[src/rtl/rtttl_tone_gen.sv]
`default_nettype none
// ============================================================================
// Module      : rtttl_tone_gen
// Description : Square-wave tone generator for RTTTL playback.
//               The sequencer supplies an (octave, note) pair. The generator
//               drives a buzzer pin with a square wave whose half-period comes
//               from a 12-entry octave-4 table, shifted for the requested
//               octave. A new pitch is taken only at a period boundary, so the
//               output never glitches. A rest or an invalid request mutes the
//               output at the next edge.
//
//               Optional feature macro: RTTTL_TONE_VOLUME_EN
//                 When defined, a volume[1:0] input sets the duty cycle.
//                 The high phase lasts half>>(3-volume) cycles (at least 1).
//                 The period is unchanged.
//
// Ports       : clk      in   1  system clock, 1 MHz
//               rstn     in   1  synchronous active-low reset
//               en       in   1  tone enable; 0 forces mute
//               octave   in   4  requested octave, valid 3..7
//               note     in   4  0 = rest, 1..12 = C..B, 13..15 invalid
//               volume   in   2  duty control (only with RTTTL_TONE_VOLUME_EN)
//               tone_out out  1  square-wave audio
//               active   out  1  1 while a tone is being generated
//
// Revision    : 1.0  initial release
// ============================================================================
module rtttl_tone_gen #(
    parameter int CNT_W = 13
) (
    input  logic       clk,
    input  logic       rstn,
    input  logic       en,
    input  logic [3:0] octave,
    input  logic [3:0] note,
`ifdef RTTTL_TONE_VOLUME_EN
    input  logic [1:0] volume,
`endif
    output logic       tone_out,
    output logic       active
);

    typedef enum logic {
        S_MUTE = 1'b0,
        S_PLAY = 1'b1
    } state_t;

    state_t           state_q;
    logic             tone_q;
    logic             active_q;
    logic [CNT_W-1:0] cnt_q;
    logic [3:0]       oct_q;
    logic [3:0]       note_q;

    // Half-period in clk cycles. Octave 4 comes straight from the table.
    // Octave 3 doubles it, and octaves 5..7 halve it once per octave, truncating.
    function automatic logic [CNT_W-1:0] half_of(input logic [3:0] oct,
                                                 input logic [3:0] nt);
        logic [11:0]      base;
        logic [CNT_W-1:0] b;
        case (nt)
            4'd1:    base = 12'd1911;
            4'd2:    base = 12'd1804;
            4'd3:    base = 12'd1703;
            4'd4:    base = 12'd1607;
            4'd5:    base = 12'd1517;
            4'd6:    base = 12'd1432;
            4'd7:    base = 12'd1351;
            4'd8:    base = 12'd1276;
            4'd9:    base = 12'd1204;
            4'd10:   base = 12'd1136;
            4'd11:   base = 12'd1073;
            4'd12:   base = 12'd1012;
            default: base = 12'd0;
        endcase
        b = CNT_W'(base);
        if (oct == 4'd3) begin
            half_of = b << 1;
        end else begin
            half_of = b >> (oct - 4'd4);
        end
    endfunction

    logic             w_valid;
    logic [CNT_W-1:0] w_req_half;
    logic [CNT_W-1:0] w_lat_half;
    logic [CNT_W-1:0] w_req_hi;   // high-phase length for a fresh load
    logic [CNT_W-1:0] w_lat_lo;   // low-phase length of the latched pitch

    assign w_valid    = en && (note >= 4'd1) && (note <= 4'd12) &&
                        (octave >= 4'd3) && (octave <= 4'd7);
    assign w_req_half = half_of(octave, note);
    assign w_lat_half = half_of(oct_q, note_q);

`ifdef RTTTL_TONE_VOLUME_EN
    logic [1:0] vol_q;

    function automatic logic [CNT_W-1:0] hi_of(input logic [CNT_W-1:0] half,
                                               input logic [1:0]       vol);
        logic [CNT_W-1:0] h;
        h = half >> (2'd3 - vol);
        hi_of = (h == '0) ? CNT_W'(1) : h;
    endfunction

    assign w_req_hi = hi_of(w_req_half, volume);
    // The low phase absorbs whatever the high phase gave up, so the period
    // stays at 2*half.
    assign w_lat_lo = (w_lat_half << 1) - hi_of(w_lat_half, vol_q);

    always_ff @(posedge clk) begin
        if (!rstn) begin
            vol_q <= 2'd0;
        end else if (w_valid && ((state_q == S_MUTE) ||
                                 (cnt_q == '0 && !tone_q))) begin
            vol_q <= volume;
        end
    end
`else
    assign w_req_hi = w_req_half;
    assign w_lat_lo = w_lat_half;
`endif

    always_ff @(posedge clk) begin
        if (!rstn) begin
            state_q  <= S_MUTE;
            tone_q   <= 1'b0;
            active_q <= 1'b0;
            cnt_q    <= '0;
            oct_q    <= 4'd0;
            note_q   <= 4'd0;
        end else begin
            case (state_q)
                S_MUTE: begin
                    tone_q   <= 1'b0;
                    active_q <= 1'b0;
                    cnt_q    <= '0;
                    if (w_valid) begin
                        state_q  <= S_PLAY;
                        tone_q   <= 1'b1;
                        active_q <= 1'b1;
                        cnt_q    <= w_req_hi - CNT_W'(1);
                        oct_q    <= octave;
                        note_q   <= note;
                    end
                end
                S_PLAY: begin
                    if (!w_valid) begin
                        // Mute wins over any position within the period.
                        state_q  <= S_MUTE;
                        tone_q   <= 1'b0;
                        active_q <= 1'b0;
                        cnt_q    <= '0;
                    end else if (cnt_q != '0) begin
                        cnt_q <= cnt_q - CNT_W'(1);
                    end else if (tone_q) begin
                        // End of the high phase. The low phase keeps the old pitch.
                        tone_q <= 1'b0;
                        cnt_q  <= w_lat_lo - CNT_W'(1);
                    end else begin
                        // Period boundary. This is the only point where a new pitch is taken.
                        tone_q <= 1'b1;
                        cnt_q  <= w_req_hi - CNT_W'(1);
                        oct_q  <= octave;
                        note_q <= note;
                    end
                end
                default: begin
                    state_q  <= S_MUTE;
                    tone_q   <= 1'b0;
                    active_q <= 1'b0;
                    cnt_q    <= '0;
                end
            endcase
        end
    end

    assign tone_out = tone_q;
    assign active   = active_q;

endmodule
`default_nettype wire

[config.mk]
export PLATFORM = sky130hd
export DESIGN_NAME = rtttl_tone_gen
export DESIGN_NICKNAME = d
export VERILOG_FILES = /design/src/rtl/rtttl_tone_gen.sv
export SDC_FILE = /design/constraint.sdc
export NUM_CORES = 1
export LEC_CHECK = 0
export CORE_UTILIZATION = 55
export CTS_BUF_LIST = sky130_fd_sc_hd__clkbuf_8
export DETAILED_ROUTE_END_ITERATION = 7
export PLACE_DENSITY = 0.72
export REMOVE_ABC_BUFFERS = 1
export SYNTH_ARGS = -nofsm -noshare
export SYNTH_HDL_FRONTEND = slang
export SYNTH_SLANG_ARGS = --single-unit
[constraint.sdc]
create_clock -name clk -period 7.6 [get_ports clk]
set_input_delay 1.52 -clock clk [delete_from_list [all_inputs] [get_ports clk]]
set_output_delay 1.52 -clock clk [all_outputs]
set_load 0.01 [all_outputs]
==> results of run 1 <==
==> cells in the mapped netlist, types with 5 or more instances <==
| cell type | instances |
|---|---|
| a211oi_1 | 11 |
| a21o_1 | 6 |
| a21oi_1 | 30 |
| a22oi_1 | 7 |
| a31oi_1 | 6 |
| and2_1 | 8 |
| and3_1 | 6 |
| buf_2 | 15 |
| clkbuf_1 | 16 |
| dfxtp_1 | 35 |
| ha_1 | 21 |
| inv_1 | 28 |
| mux2i_1 | 24 |
| mux4_2 | 5 |
| nand2_1 | 43 |
| nand2b_1 | 9 |
| nand3_1 | 16 |
| nor2_1 | 48 |
| nor2b_1 | 10 |
| nor3_1 | 26 |
| nor4_1 | 8 |
| o2111ai_1 | 5 |
| o211ai_1 | 11 |
| o21a_1 | 6 |
| o21ai_0 | 30 |
| o221ai_1 | 5 |
| o22ai_1 | 6 |
| o311ai_0 | 5 |
| o31ai_1 | 9 |
| xnor2_1 | 11 |
| xor2_1 | 12 |
==> power breakdown <==
group | switching, mW | internal [mW] | total [mW] | leakage [nW]
clock network | 0.0789 | 0.0656 | 0.144 | 0.0408
registers | 0.0317 | 0.202 | 0.234 | 0.286
logic | 0.241 | 0.150 | 0.391 | 1.35
==> final cells by class <==
type | instances | share of cell area [%]
flip-flops and latches | 35 | 15.3
inverters | 32 | 2.62
repair buffers | 16 | 3.28
clock buffers | 5 | 1.50
multi-input cells | 481 | 74.0
well taps | 102 | 2.79
clock inverters | 3 | 0.519
==> routing by layer <==
metal | vias to the layer above | part of all wire, % | track usage [%]
met5 | - | 0 | 0
met4 | 0 | 2.3 | 8.46
met3 | 32 | 7.6 | 3.32
met2 | 274 | 45 | 50.7
met1 | 2162 | 45 | 45.8
li1 | 2214 | - | -
==> critical path: stages <==
cell and delay [ns]:
clkdlybuf4s50_1 0.73, inv_1 0.34, ha_1 0.28, nand3_2 0.23, a21oi_1 0.27, nand3_1 0.18
o21ai_1 0.74, mux2i_1 0.25, nor2_1 0.31, inv_1 0.16, ha_1 0.25, mux4_2 0.48
inv_1 0.06
==> metrics by stage <==
step / std cells / util, % / worst slack [ns]
2_1_floorplan: 548 / - / 3.21
3_3_place_gp: 666 / 57.8 / 1.90
3_5_place_dp: 666 / 57.8 / 1.76
4_1_cts: 674 / 59.0 / 2.06
5_1_grt: 674 / 59.0 / 1.59
6_report: 674 / 59.0 / 2.02
==> kinds of logic after synthesis <==
kind of cell	after synthesis	share of synthesized area [%]
AO/OA/AOI/OAI	192	31.3
XOR/XNOR	23	4.55
adder cells (fa/ha/maj)	21	5.94
buffers and inverters	73	7.63
flip-flops	35	15.8
multiplexers	33	9.33
AND/OR/NAND/NOR	212	25.4
==> path summary, 6_finish.rpt <==
path / startpoint / endpoint / depth (start not counted)
min reg2reg: active / active / 1
max reg2reg: oct_q[2] / cnt_q[8] / 12
max: octave[2] / flop / 13
min: active / active / 1
==> impl_metrics.toml, run 1 <==
[detailed_routing]
first_iter_violations = 379
routed_wl_um = 13200
avgRoutedWirePerCell_um = 19.6
vias = 4682
drc_errors = 0
firstDrtPassIters = 6
ant_nets = 0
via_per_inst = 6.95

[cells_and_area]
drive_above_1_share_pct = 7.52
design_area_um2 = 4580
n_fill_cell = 728
multi_input_area_um2 = 3390
syn_to_final_growth_pct = 3.45
layout_common_cells = "nor2_1 (48), nand2_1 (43), dfxtp_1 (35)"
regArea_um2 = 701
antenna_cells = 0
final_common_cell = "nor2_1"
final_nets = 603

[place]
dp_hpwl_um = 10100
placed_area_um2 = 4490
gp_congestion = 1.00
port_buffers = 12

[clock_tree]
cts.sink_count = 35
cts.path.max_buffers = 2
ctsResizeCount = 0
hold_buffers = 0
cts_tree = "built"
clk_pin_slew_ns = 0.08
cts-htree-levels = 2
numCtsBuffers = 5
clockRootBuffer = "clkbuf_8"
worstSkewPairLatency_ns = 0.29
post-cts-setup-buffer-count = 0

[synthesis]
synth_ff_type = "dfxtp_1"
syn-cell-area_um2 = 4430
synth_seq_cells = 35
yosysTopAreaCellShare_pct = 15.8
async_reset_ff_share_pct = 0
netlist_instances = 589
syn_avg_cell_area_um2 = 7.52
yosysWarnings = 0
synth.area.top_cells = "dfxtp_1 (16%), ha_1 (5.9%), mux2i_1 (5.4%), nor2_1 (4.1%), nand2_1 (3.6%)"
netlist-cell-type-count = 87
ys_seq_area_share_pct = 15.8
synth_enable_flop_cells = 0
yosysTopAreaCell = "dfxtp_1"

[power]
irDropWorstVdd_mv = 0.0977
finalPower_mw = 0.770
p_per_area_nw_per_um2 = 168
cellLeakagePower_nw = 1.68

[floorplanning]
num_io_pins = 13
fp-row-count = 32
die-area_um2 = 8410
core_um2 = 7770
fp.dieW_um = 91.7
die_h_um = 91.7
initial_utilization_pct = 57.0

[sta]
whs_ns = 0.474
finClkSkew_ns = 0.00691
min_period_over_period_pct = 73.4
final_hold_viol_count = 0
report.final.slew_viol_count = 0
period_minus_slack_ns = 5.58
setup_tns_ns = 0
slew_headroom_pct = 27.6
finalSetupViolations = 0
fmax_ghz = 0.179
grt_setup_unrepaired = "no"
worst_pin_slew_ns = 1.07

[worst_setup_path]
path_class = "primary input to flop"
r2r_slack_ns = 3.41
cp-start-kind = "primary input"
crit_required_ns = 7.84
critPathCaptureType = "flop"
arrival_ns = 5.82
critPathMaxFanout = 15

[global_route]
grt_pass1_vias = 4203
antenna_found_initial = 0
grt_pass1_wl_um = 21700
overflow = 0
grt_max_degree = 40
grt_usage_pct = 31.9

[run_status]
run_status = "finished, final reports clean"

[worst_hold_path]
worst_hold_path_type = "flop to flop"

[flow_run]
cap_violations = 0
Note: power is estimated with default switching activity, not from simulation.
==> inputs of run 2 (changes only) <==
PLACE_DENSITY = 0.75   (was 0.72)
clock period = 4.95 ns   (was 7.6 ns; I/O delays follow)
==> run 2 against run 1 <==
Against the previous run:
- sequential power increased by 54%
- non-clock buffer count increased by 18
- clock-buffer cell count unchanged
- die area unchanged
- setup slack got worse by 1.4 ns
- highest routed layer unchanged
==> impl_metrics.toml, run 2 (synthesis results as in run 1) <==
[place]
port_buffers = 12
gp_congestion = 0.963
dp_hpwl_um = 10300
place_inst = 684

[floorplanning]
fp.dieW_um = 91.7
core_um2 = 7770
die-area_um2 = 8410
fp-row-count = 32
initial_utilization_pct = 57.0
num_io_pins = 13
die_h_um = 91.7

[sta]
setup_tns_ns = 0
grt_setup_unrepaired = "no"
final_hold_viol_count = 0
worst_pin_slew_ns = 1.20
period_minus_slack_ns = 4.32
fmax_ghz = 0.231
slew_headroom_pct = 19.1
report.final.slew_viol_count = 0
min_period_over_period_pct = 87.4
finalSetupViolations = 0
finClkSkew_ns = 0.00896

[global_route]
antenna_found_initial = 0
grt_usage_pct = 32.1
overflow = 0
grt_max_degree = 40
grt_pass1_vias = 4304
grt_pass1_wl_um = 21800

[clock_tree]
cts_tree = "built"
cts.sink_count = 35
cts.path.max_buffers = 2
clk_pin_slew_ns = 0.08
ctsResizeCount = 0
numCtsBuffers = 5
post-cts-setup-buffer-count = 0
clockRootBuffer = "clkbuf_8"
cts-htree-levels = 2
worstSkewPairLatency_ns = 0.30
hold_buffers = 0

[cells_and_area]
finalNonFillerCells = 692
n_fill_cell = 715
drive_above_1_share_pct = 10.3
antenna_cells = 0
syn_to_final_growth_pct = 6.50
layout_common_cells = "nor2_1 (48), nand2_1 (43), dfxtp_1 (35)"
final_nets = 621
regArea_um2 = 701
multi_input_area_um2 = 3390
final_common_cell = "nor2_1"

[detailed_routing]
firstDrtPassIters = 5
drc_errors = 0
first_iter_violations = 420
via_per_inst = 6.77
avgRoutedWirePerCell_um = 19.4
routed_wl_um = 13400
ant_nets = 0
vias = 4687

[power]
p_seq_share_pct = 30.1
p_comb_share_pct = 51.5
cellLeakagePower_nw = 1.76
irDropWorstVdd_mv = 0.126
swShare_pct = 45.3
p_per_area_nw_per_um2 = 254
internal-power_mw = 0.654
power_switching_mw = 0.542
clkPwrFrac_pct = 18.4

[worst_hold_path]
worst_hold_path_type = "flop to flop"

[worst_setup_path]
critPathCaptureType = "flop"
crit_path_top_delay_cell = "mux4_2"
crit_top_cell = "ha_1"
critPathMaxFanout = 7
arrival_ns = 4.53
crit_buf_inv = 2
path_class = "primary input to flop"
cp_top_family = "compound AO/OA/AOI/OAI gates"
cp_slowest_stage_delay_ns = 0.51
crit_required_ns = 5.16
cp-start-kind = "primary input"
crit_chain = "clkdlybuf4s50_1 -> inv_1 -> ha_1 -> or2_0 -> mux4_2 -> o311ai_2 -> o21ai_1 -> a222oi_1 -> ha_1 -> a21boi_0 -> nand3_1 -> xor2_1 -> o32ai_1"

[run_status]
run_status = "finished, final reports clean"

[flow_run]
cap_violations = 0
[run 2: metrics by stage]
step           hold WS (ns)  power [mW]  utilization (%)  instance area [um2]  setup slack [ns]
2_1_floorplan         0.456       0.774                -                 4210              1.09
3_3_place_gp          0.455       0.954             59.5                 4620             0.406
3_5_place_dp          0.460       0.959             59.5                 4620             0.348
4_1_cts               0.479        1.18             60.7                 4710             0.642
5_1_grt               0.522        1.27             60.7                 4710             0.343
6_report              0.473        1.20             60.7                 4710             0.626
[run 2: layer usage]
layer	vias to the layer above	routed length, um	track usage (%)
li1	2228	-	-
met1	2188	6000	44.9
met2	232	5990	49.7
met3	39	1010	4.48
met4	0	431	12.9
met5	-	0	0
[run 2: final cells by class]
cell class,count,share of cell area (%)
sequential,35,14.9
inverter,32,2.55
tap,102,2.71
multi-input combinational,481,71.9
clock inverter,3,0.504
clock buffer,5,1.46
timing repair buffer,34,6.05
[run 2: final timing paths]
check	from	endpoint	slack, ns	cells past startpoint
max	note[0]	cnt_q[6]	0.63	13
min	active	active	0.47	1
max reg2reg	oct_q[2]	cnt_q[8]	0.74	12
min reg2reg	active	active	0.47	1
[run 2: power groups by stage]
stage	Clock, mW	Sequential, mW	Combinational [mW]
finish	0.220	0.360	0.615
global route	0.237	0.364	0.667
CTS	0.222	0.357	0.600
detailed placement	0	0.364	0.595
global placement	0	0.363	0.591
floorplan	0	0.347	0.427
[run 2: worst register-to-register path: cells and delay by family, from the launching register on]
family,cells,cell delay [ns]
buffers and inverters,2,0.43
adders and majority gates,2,0.66
AOI/OAI and AO/OA,5,1.91
xor gates and xnor gates,1,0.19
DFF,1,0.62
and+or+nand+nor,2,0.30
==> inputs of run 3 (changes only) <==
CORE_UTILIZATION = 50   (was 55)
GPL_ROUTABILITY_DRIVEN = 0   (was unset)
PLACE_DENSITY = 0.69   (was 0.75)
==> run 3 against run 2 <==
Against the previous run:
- design area fell by 0.80%
- clock power fell by 10%
- global-route usage fell by 2.8 points
- power fell by 2.7%
- worst hold slack improved by 0.0059 ns
- die area rose by 9.8%
- critical path depth rose by 1
- sequential cell count did not move
- cell count fell by 0.43%
==> impl_metrics.toml, run 3 (synthesis results as in run 1) <==
[run_status]
run_status = "finished, final reports clean"

[worst_setup_path]
crit_buf_inv = 3
critPathMaxFanout = 12
cp_top_family = "compound AO/OA/AOI/OAI gates"
crit_chain = "clkdlybuf4s50_1 -> inv_1 -> ha_1 -> buf_4 -> xor2_1 -> nand3_1 -> a311oi_1 -> a311oi_1 -> a222oi_1 -> ha_1 -> a21boi_0 -> nand3_1 -> xor2_1 -> o32ai_1"
path_class = "primary input to flop"
cp-start-kind = "primary input"
arrival_ns = 4.76
cp_slowest_stage_delay_ns = 0.65
crit_path_top_delay_cell = "clkdlybuf4s50_1"
critPathCaptureType = "flop"
crit_required_ns = 5.14

[cells_and_area]
fin_util_pct = 55.8
final_common_cell = "nor2_1"
antenna_cells = 0
syn_to_final_growth_pct = 5.65
drive_above_1_share_pct = 9.42
n_fill_cell = 808
final_nets = 615
layout_common_cells = "nor2_1 (48), nand2_1 (43), dfxtp_1 (35)"

[detailed_routing]
vias = 4713
via_per_inst = 6.84
avgRoutedWirePerCell_um = 18.9
drc_errors = 0
first_iter_violations = 522
routed_wl_um = 13000
firstDrtPassIters = 7
ant_nets = 0

[floorplanning]
fp-row-count = 33
num_io_pins = 13
core_um2 = 8380
die_h_um = 96.1
initial_utilization_pct = 52.8
fp.dieW_um = 96.1
die-area_um2 = 9230

[global_route]
grt_pass1_wl_um = 21300
overflow = 0
grt_max_degree = 40
grt_usage_pct = 29.4
antenna_found_initial = 0
grt_pass1_vias = 4285

[power]
irDropWorstVdd_mv = 0.118
p_per_area_nw_per_um2 = 249
internal-power_mw = 0.647
p_comb_share_pct = 52.5
swShare_pct = 44.3
power_switching_mw = 0.516
clkPwrFrac_pct = 16.9
p_seq_share_pct = 30.6
cellLeakagePower_nw = 1.75

[sta]
report.final.slew_viol_count = 0
final_hold_viol_count = 0
whs_ns = 0.479
worst_pin_slew_ns = 0.967
grt_setup_unrepaired = "no"
finalSetupViolations = 0
fmax_ghz = 0.219
slew_headroom_pct = 34.7
min_period_over_period_pct = 92.4
period_minus_slack_ns = 4.57
finClkSkew_ns = 0.0102
setup_tns_ns = 0

[clock_tree]
cts_tree = "built"
ctsResizeCount = 0
post-cts-setup-buffer-count = 0
clk_pin_slew_ns = 0.07
hold_buffers = 0
cts.sink_count = 35
cts.path.max_buffers = 2
clockRootBuffer = "clkbuf_8"
numCtsBuffers = 5
worstSkewPairLatency_ns = 0.28
cts-htree-levels = 2

[place]
port_buffers = 12
dp_hpwl_um = 10200

[worst_hold_path]
worst_hold_path_type = "flop to flop"

[flow_run]
cap_violations = 0
## run 3: cell count changes in the layout (fill, tap and decap cells not counted), sizes merged
cell / change
inv: -1
clkinvlp: -2
clkinv: +3
buf: -6
## run 3: power groups by stage
stage	clock network [mW]	registers, mW	logic [mW]
after floorplan	0	0.347	0.427
after global placement	0	0.359	0.589
after detailed placement	0	0.360	0.594
after CTS	0.204	0.353	0.598
after global routing	0.217	0.359	0.665
final	0.197	0.355	0.611
## run 3: cell type report
type / count / area (um2) / share of cell area (%)
clock inverters: 3 / 15.0 / 0.321
flip-flops and latches: 35 / 701 / 15.0
multi-input cells: 481 / 3390 / 72.4
well taps: 105 / 131 / 2.81
repair buffers: 28 / 253 / 5.40
clock buffers: 5 / 68.8 / 1.47
inverters: 32 / 120 / 2.57
## run 3: metal layers
| metal | GRT usage (%) | up-vias | share of wire, % |
|---|---|---|---|
| met2 | 46.3 | 292 | 45 |
| li1 | - | 2228 | - |
| met4 | 10.2 | 0 | 2.7 |
| met5 | 0 | - | 0 |
| met1 | 39.8 | 2153 | 42 |
| met3 | 5.53 | 40 | 9.9 |
## run 3: final timing paths
check	start	endpoint	slack [ns]	depth (start not counted)
max	note[1]	cnt_q[6]	0.38	14
min reg2reg	active	active	0.48	1
max reg2reg	oct_q[2]	cnt_q[10]	0.90	12
min	active	active	0.48	1
## run 3: stage by stage
stage | area, um2 | std cells | worst slack (ns) | power (mW)
6_report | 4680 | 689 | 0.378 | 1.16
5_1_grt | 4680 | 689 | 0.109 | 1.24
4_1_cts | 4680 | 689 | 0.415 | 1.15
3_5_place_dp | 4590 | 681 | 0.122 | 0.954
3_3_place_gp | 4590 | 681 | 0.250 | 0.947
2_1_floorplan | 4210 | 548 | 1.09 | 0.774
## run 3: worst reg2reg max path, stage by stage (launching register included)
cell and delay [ns]:
dfxtp_1 0.60, inv_1 0.22, ha_1 0.47, inv_1 0.19, nor3_1 0.07, o311ai_0 0.60
and2_1 0.22, ha_1 0.18, o311ai_0 0.32, nor4_1 0.44, xor2_1 0.22, o21ai_0 0.11
a32o_1 0.29
